<file path="config.mk">
export PLATFORM = sky130hd
export DESIGN_NAME = pipe_skid_reg
export DESIGN_NICKNAME = d
export VERILOG_FILES = /design/src/rtl/pipe_skid_reg.sv
export SDC_FILE = /design/constraint.sdc
export NUM_CORES = 1
export LEC_CHECK = 0
export ABC_AREA = 0
export CAP_MARGIN = 25
export CORE_ASPECT_RATIO = 2
export CORE_MARGIN = 2
export CORE_UTILIZATION = 30
export CTS_BUF_LIST = sky130_fd_sc_hd__clkbuf_8
export DETAILED_ROUTE_END_ITERATION = 8
export PLACE_DENSITY = 0.51
export SLEW_MARGIN = 10
export SYNTH_ARGS = -nofsm -noshare
export SYNTH_HDL_FRONTEND = slang
export SYNTH_SLANG_ARGS = --single-unit
</file>
<file path="constraint.sdc">
create_clock -name clk -period 3.3 [get_ports clk]
set_input_delay 0.66 -clock clk [delete_from_list [all_inputs] [get_ports clk]]
set_output_delay 0.66 -clock clk [all_outputs]
set_load 0.005 [all_outputs]
</file>
<file path="src/rtl/pipe_skid_reg.sv">
// Two-entry pipeline register with a skid slot: out_data comes straight from the head
// register, and in_ready depends only on the registered state.
module pipe_skid_reg #(
   parameter int unsigned          WIDTH     = 16,
   parameter logic [WIDTH-1:0]     RESET_VAL = '0
) (
   input  logic             clk,
   input  logic             rst_n,
   input  logic             flush,
   input  logic             in_valid,
   input  logic [WIDTH-1:0] in_data,
   output logic             in_ready,
   output logic             out_valid,
   output logic [WIDTH-1:0] out_data,
   input  logic             out_ready,
   output logic [1:0]       occupancy
);

   // Handshake: a transfer happens on a rising edge where valid and ready are both 1.
   // The producer holds its payload until that edge; ready never depends on valid.
   // The encoding matches the entry count, so occupancy exposes the state directly.
   typedef enum logic [1:0] {
      EMPTY = 2'd0,
      ONE   = 2'd1,
      FULL  = 2'd2
   } state_t;

   state_t           state;
   state_t           state_nxt;
   logic [WIDTH-1:0] head;
   logic [WIDTH-1:0] skid;
   logic             head_load;
   logic             head_from_skid;
   logic             skid_load;
   logic             accept;
   logic             fire;

   assign in_ready  = (state != FULL);
   assign out_valid = (state != EMPTY);
   assign out_data  = head;
   assign occupancy = state;
   assign accept    = in_valid & in_ready;
   assign fire      = out_valid & out_ready;

   always_comb begin
      state_nxt      = state;
      head_load      = 1'b0;
      head_from_skid = 1'b0;
      skid_load      = 1'b0;
      if (flush) begin
         // A flush drops every entry and any same-cycle input; data registers keep their values.
         state_nxt = EMPTY;
      end else begin
         case (state)
            EMPTY: begin
               if (accept) begin
                  head_load = 1'b1;
                  state_nxt = ONE;
               end
            end
            ONE: begin
               if (accept && fire) begin
                  head_load = 1'b1;
               end else if (accept) begin
                  skid_load = 1'b1;
                  state_nxt = FULL;
               end else if (fire) begin
                  state_nxt = EMPTY;
               end
            end
            FULL: begin
               if (fire) begin
                  head_load      = 1'b1;
                  head_from_skid = 1'b1;
                  state_nxt      = ONE;
               end
            end
            default: state_nxt = EMPTY;
         endcase
      end
   end

   always_ff @(posedge clk) begin
      if (!rst_n) begin
         state <= EMPTY;
         head  <= RESET_VAL;
         skid  <= RESET_VAL;
      end else begin
         state <= state_nxt;
         if (head_load) begin
            head <= head_from_skid ? skid : in_data;
         end
         if (skid_load) begin
            skid <= in_data;
         end
      end
   end

endmodule

</file>
; Yosys cells after proc, flatten, opt, wreduce, memory -nomap -nowiden
; Index checks and enable logic that the tools add are counted.
[op_classes]
add_sub_neg = 0
n_mul = 0
n_div = 0
n_lt_le_gt_ge = 0
n_eq_ne = 7
shift = 0
mux = 17
n_bitwise = 3
reduce_logical = 5
[ops]
columns = operator, n
row1 = 2-to-1 mux 16 bit, 1
row2 = 2-to-1 mux 2 bit, 5
row3 = 2-to-1 mux 1 bit, 9
row4 = "inequality test 2 bit, second input constant", 4
row5 = one-hot mux 2 bit (3 select lines), 1
row6 = AND reduction 4 bit, 1
row7 = "inequality test 3 bit, second input constant", 1
row8 = one-hot mux 1 bit (3 select lines), 1
row9 = bitwise AND 1 bit, 2
row10 = "equality test 2 x 1 -> 1 bit, second input constant", 1
row11 = "equality test 2 bit, second input constant", 1
row12 = logical NOT 2 bit, 1
row13 = nonzero test 2 bit, 1
row14 = OR reduction 2 bit, 1
row15 = logical AND 1 bit, 1
row16 = NOT 1 bit, 1
[totals]
regBits = 34
latchBits = 0
ramBits = 0
mem_bits_ro = 0
inputBits = 21
output_inout_bits = 20
wordCells = 35
mem_count = 0

; Logic depth before layout (Yosys ltp)
[logic_depth]
ltp_word = 6
depth_mapped = 6
ltp_nobuf = 3

; Least setup slack after synthesis
; Ideal clock, no wire load.
[synth_timing]
path_kind = input to register
start = input port flush
end = register head[10] (netlist: out_data[10])
setup_ps = 91
arrival_ps = 1622
t_required_ps = 3209
setup_slack_ps = 1587
cell_stages = 6
n_path_buf = 3
cell_sequence = buf_6 > and4bb_1 > buf_6 > buf_2 > a311oi_1 > a311oi_1
[synth_via]
elab_chain_len = 2
elab_cells_between_ends = 3
cone_classes = 3 x mux
[synth_rtl]
columns = item, line_no
row1 = from (decl), 9  ; input logic flush,
row2 = 2-to-1 mux 1 bit, 50  ; if (flush) begin
row3 = 2-to-1 mux 16 bit, 91  ; head <= head_from_skid ? skid : in_data;
row4 = to (signal assigned), 91
row5 = to (decl), 30  ; logic [WIDTH-1:0] head;
; Parallel ways exist; a longest one is shown, timed or not.
; A chain may end at the register's enable or synchronous reset.

; Final worst setup path
[layout_timing]
start = input port out_ready
end = register head[8] (netlist: out_data[8])
[layout_via]
elab_chain_len = 5
elab_cells_between_ends = 9
cone_classes = 7 x mux / 1 x bitwise / 1 x reduce/logical
[layout_rtl]
columns = item, line_no
row1 = from (decl), 15  ; input logic out_ready,
row2 = bitwise AND 1 bit *, 43  ; assign fire = out_valid & out_ready;
row3 = logical AND 1 bit or 2-to-1 mux 1 bit (tied branches), "62, 72"
row4 = 2-to-1 mux 1 bit (on tied branches), "62, 54"
row5 = one-hot mux 1 bit (3 select lines) or 2-to-1 mux 1 bit (tied branches), "54, 50"
row6 = 2-to-1 mux 1 bit or 2-to-1 mux 16 bit (tied branches), "50, 91"
; Mark *: on every way between the ends. The rest lies on a longest branch, timed or not.

==> impl_metrics.json <==
{
  "p_clk_frac": 0.455,
  "final_util": 0.414,
  "synthToLayoutAreaGrowth_pct": 34.0,
  "final_cell_count_no_fill": 268,
  "p_per_area_nw_per_um2": 479,
  "rsz0062_at_grt": "no",
  "post_cts_buffers": 0,
  "yosys.area.top_type_share": 0.410,
  "min_period_ps": 2350,
  "synth.area.top_cells": "dfxtp_1 41%, a311oi_1 17%, mux2i_1 10%, a21oi_1 5.1%, nand3_1 4.8%",
  "grt_pass1_wl_mm": 7.60,
  "p_comb_frac": 0.135,
  "synth.most_common_cell": "dfxtp_1",
  "dpl_cell_area_um2": 2050,
  "io_buffers": 40,
  "clock_tree.root_cell": "clkbuf_8",
  "die_area_um2": 6180,
  "setup_viol": 0,
  "r2r_cells": 3,
  "crit_end": "out_data[8]",
  "grt_max_degree": 34,
  "multi_input_area_um2": 830,
  "synth-main-ff-cell": "dfxtp_1",
  "synth_compound_area_frac": 0.290,
  "p_int_w": 0.000828,
  "via_per_inst": 5.76,
  "p_seq_frac": 0.410,
  "ys_async_sr_fraction": 0,
  "fill_cells": 539,
  "maxSlewHeadroom": 0.529,
  "worstHoldStart": "skid[15]",
  "gp_congestion": 0.666,
  "p_sw_w": 0.000238,
  "cap_violations": 0,
  "synth_edf_count": 0,
  "layout-drive-gt1-share": 0.106,
  "clock_sinks": 34,
  "cp.required_ps": 3490,
  "status": "complete, no violations",
  "critPathKind": "in -> reg",
  "gr-total-overflow": 0,
  "synth.distinct_cells": 25,
  "hold_viol": 0,
  "cts_buffer_depth": 2,
  "nets": 228,
  "rows": 38,
  "place_hpwl_mm": 3.04,
  "slew_viol_final": 0,
  "synth-xor-area-share": 0,
  "ys_warn_count": 0,
  "route.antenna.remaining_nets": 0,
  "ctsHoldBuffers": 0,
  "vias": 1543,
  "hp-class": "reg -> reg",
  "r2r_start": "occupancy[0]",
  "grt_pass1_vias": 1505,
  "syn_area_per_cell_um2": 9.54,
  "syn_nets": 195,
  "worst_pin_slew_ps": 706,
  "reg2reg_slack_ps": 1460,
  "cts_buffers": 5,
  "max_freq_mhz": 425,
  "cts_tree": "yes",
  "clk_latency_ps": 290,
  "cts_max_level": 2,
  "synth-simple-area-share": 0.104,
  "netlist_area_um2": 1660,
  "design_area_um2": 2220,
  "drc": 0,
  "regArea_um2": 681,
  "postSynthCellCount": 174,
  "synth_top_area_cell": "dfxtp_1",
  "final.setup.tns_ps": 0,
  "worstHoldPathCells": 2,
  "synthAdderAreaFrac": 0,
  "antenna_found_initial": 0,
  "netlist_top_cells_count": "34 x dfxtp_1, 32 x a311oi_1, 17 x a21oi_1, 17 x mux2i_1",
  "p_sw_frac": 0.223,
  "max-vdd-ir-drop_uv": 565,
  "cp_max_fo": 17,
  "track_usage": 0.158,
  "routed_wl_mm": 4.69,
  "die_y_um": 109,
  "critPathLaunch": "out_ready",
  "initial_core_util": 0.309,
  "p_leak_nw": 0.707,
  "worst_ep_arrival_time_ps": 2550,
  "fp.dieW_um": 56.6,
  "core_area_um2": 5370,
  "finalClockSkew_ps": 11.5,
  "finalCritPeriodShare": 0.713,
  "drtIter0Drc": 55,
  "diodes": 0,
  "synth_top_family_by_area": "compound AO/OA/AOI/OAI gates",
  "ctsResizeCount": 0,
  "synth_seq_area_share": 0.410,
  "cts.clk_slew.worst_paths_ps": 70,
  "synth_mux_area_frac": 0.103,
  "dp.cells": 258,
  "endpoint_kind": "register",
  "io_pins": 41,
  "dr.pass1.iters": 4,
  "rr_endpoint": "out_data[8]",
  "wl_per_cell_um": 17.5,
  "cp-start-kind": "input pin",
  "synth_seq_cells": 34
}
## final cells by class
cell class,instances,share of cell area
tap,60,0.0338
timing repair buffer,49,0.219
sequential,34,0.306
clock inverter,2,0.0270
clock buffer,6,0.0371
multi-input combinational,115,0.373
inverter,2,0.00338
## worst max-delay path, cell delays in order
cell and delay [ps]:
clkdlybuf4s50_1 550, nand2b_1 540, a22o_4 490, a311oi_1 300
## stage by stage
stage               power, W  hold slack (ps)  setup slack [ps]
finish               0.00107              481               948
floorplan           0.000512              454              1590
global placement    0.000584              461               606
detailed placement  0.000587              466               480
global route         0.00111              503               819
CTS                  0.00107              476               760
## layout by cell type, fill, tap and decap left out, drive strengths merged, types with 3 or more instances in the layout
cell,synthesis,routed
clkdlybuf4s50,0,40
dfxtp,34,34
a311oi,32,32
a21oi,17,17
mux2i,17,17
nand3,16,16
o21ai,16,16
buf,12,9
clkbuf,11,6
nand2,3,3
## worst min path at each step
stage	to	slack, ps
floorplan	skid[0]	450
global placement	skid[10]	460
detailed placement	skid[9]	470
CTS	skid[9]	480
global route	skid[9]	500
finish	skid[15]	480
## registers in the layout, indices dropped and copies added (netlist names)
signal and count:
occupancy 2, out_data 16, skid 16
## per-layer routing
layer | routed length, um | share of wire | track usage | vias to the layer above
met1 | 1860 | 0.40 | 0.173 | 760
met2 | 2520 | 0.54 | 0.282 | 36
met5 | 0 | 0 | 0 | -
met4 | 75 | 0.016 | 0.0680 | 0
met3 | 238 | 0.051 | 0.0403 | 6
li1 | - | - | - | 741
## cell families (layout without fill, tap and decap cells)
| logic type | count (synthesis) | count (layout) |
|---|---|---|
| buffers and inverters | 25 | 59 |
| AND/OR/NAND/NOR | 30 | 30 |
| AO/OA/AOI/OAI | 68 | 68 |
| flip-flops | 34 | 34 |
| multiplexers | 17 | 17 |
## power groups by stage
stage / clock, W / sequential, W / combinational (W)
finish: 0.000485 / 0.000437 / 0.000144
CTS: 0.000495 / 0.000438 / 0.000141
detailed placement: 0 / 0.000447 / 0.000140
global placement: 0 / 0.000447 / 0.000137
global route: 0.000513 / 0.000440 / 0.000156
floorplan: 0 / 0.000445 / 0.0000671
Note: power is estimated with default switching activity, not from simulation.
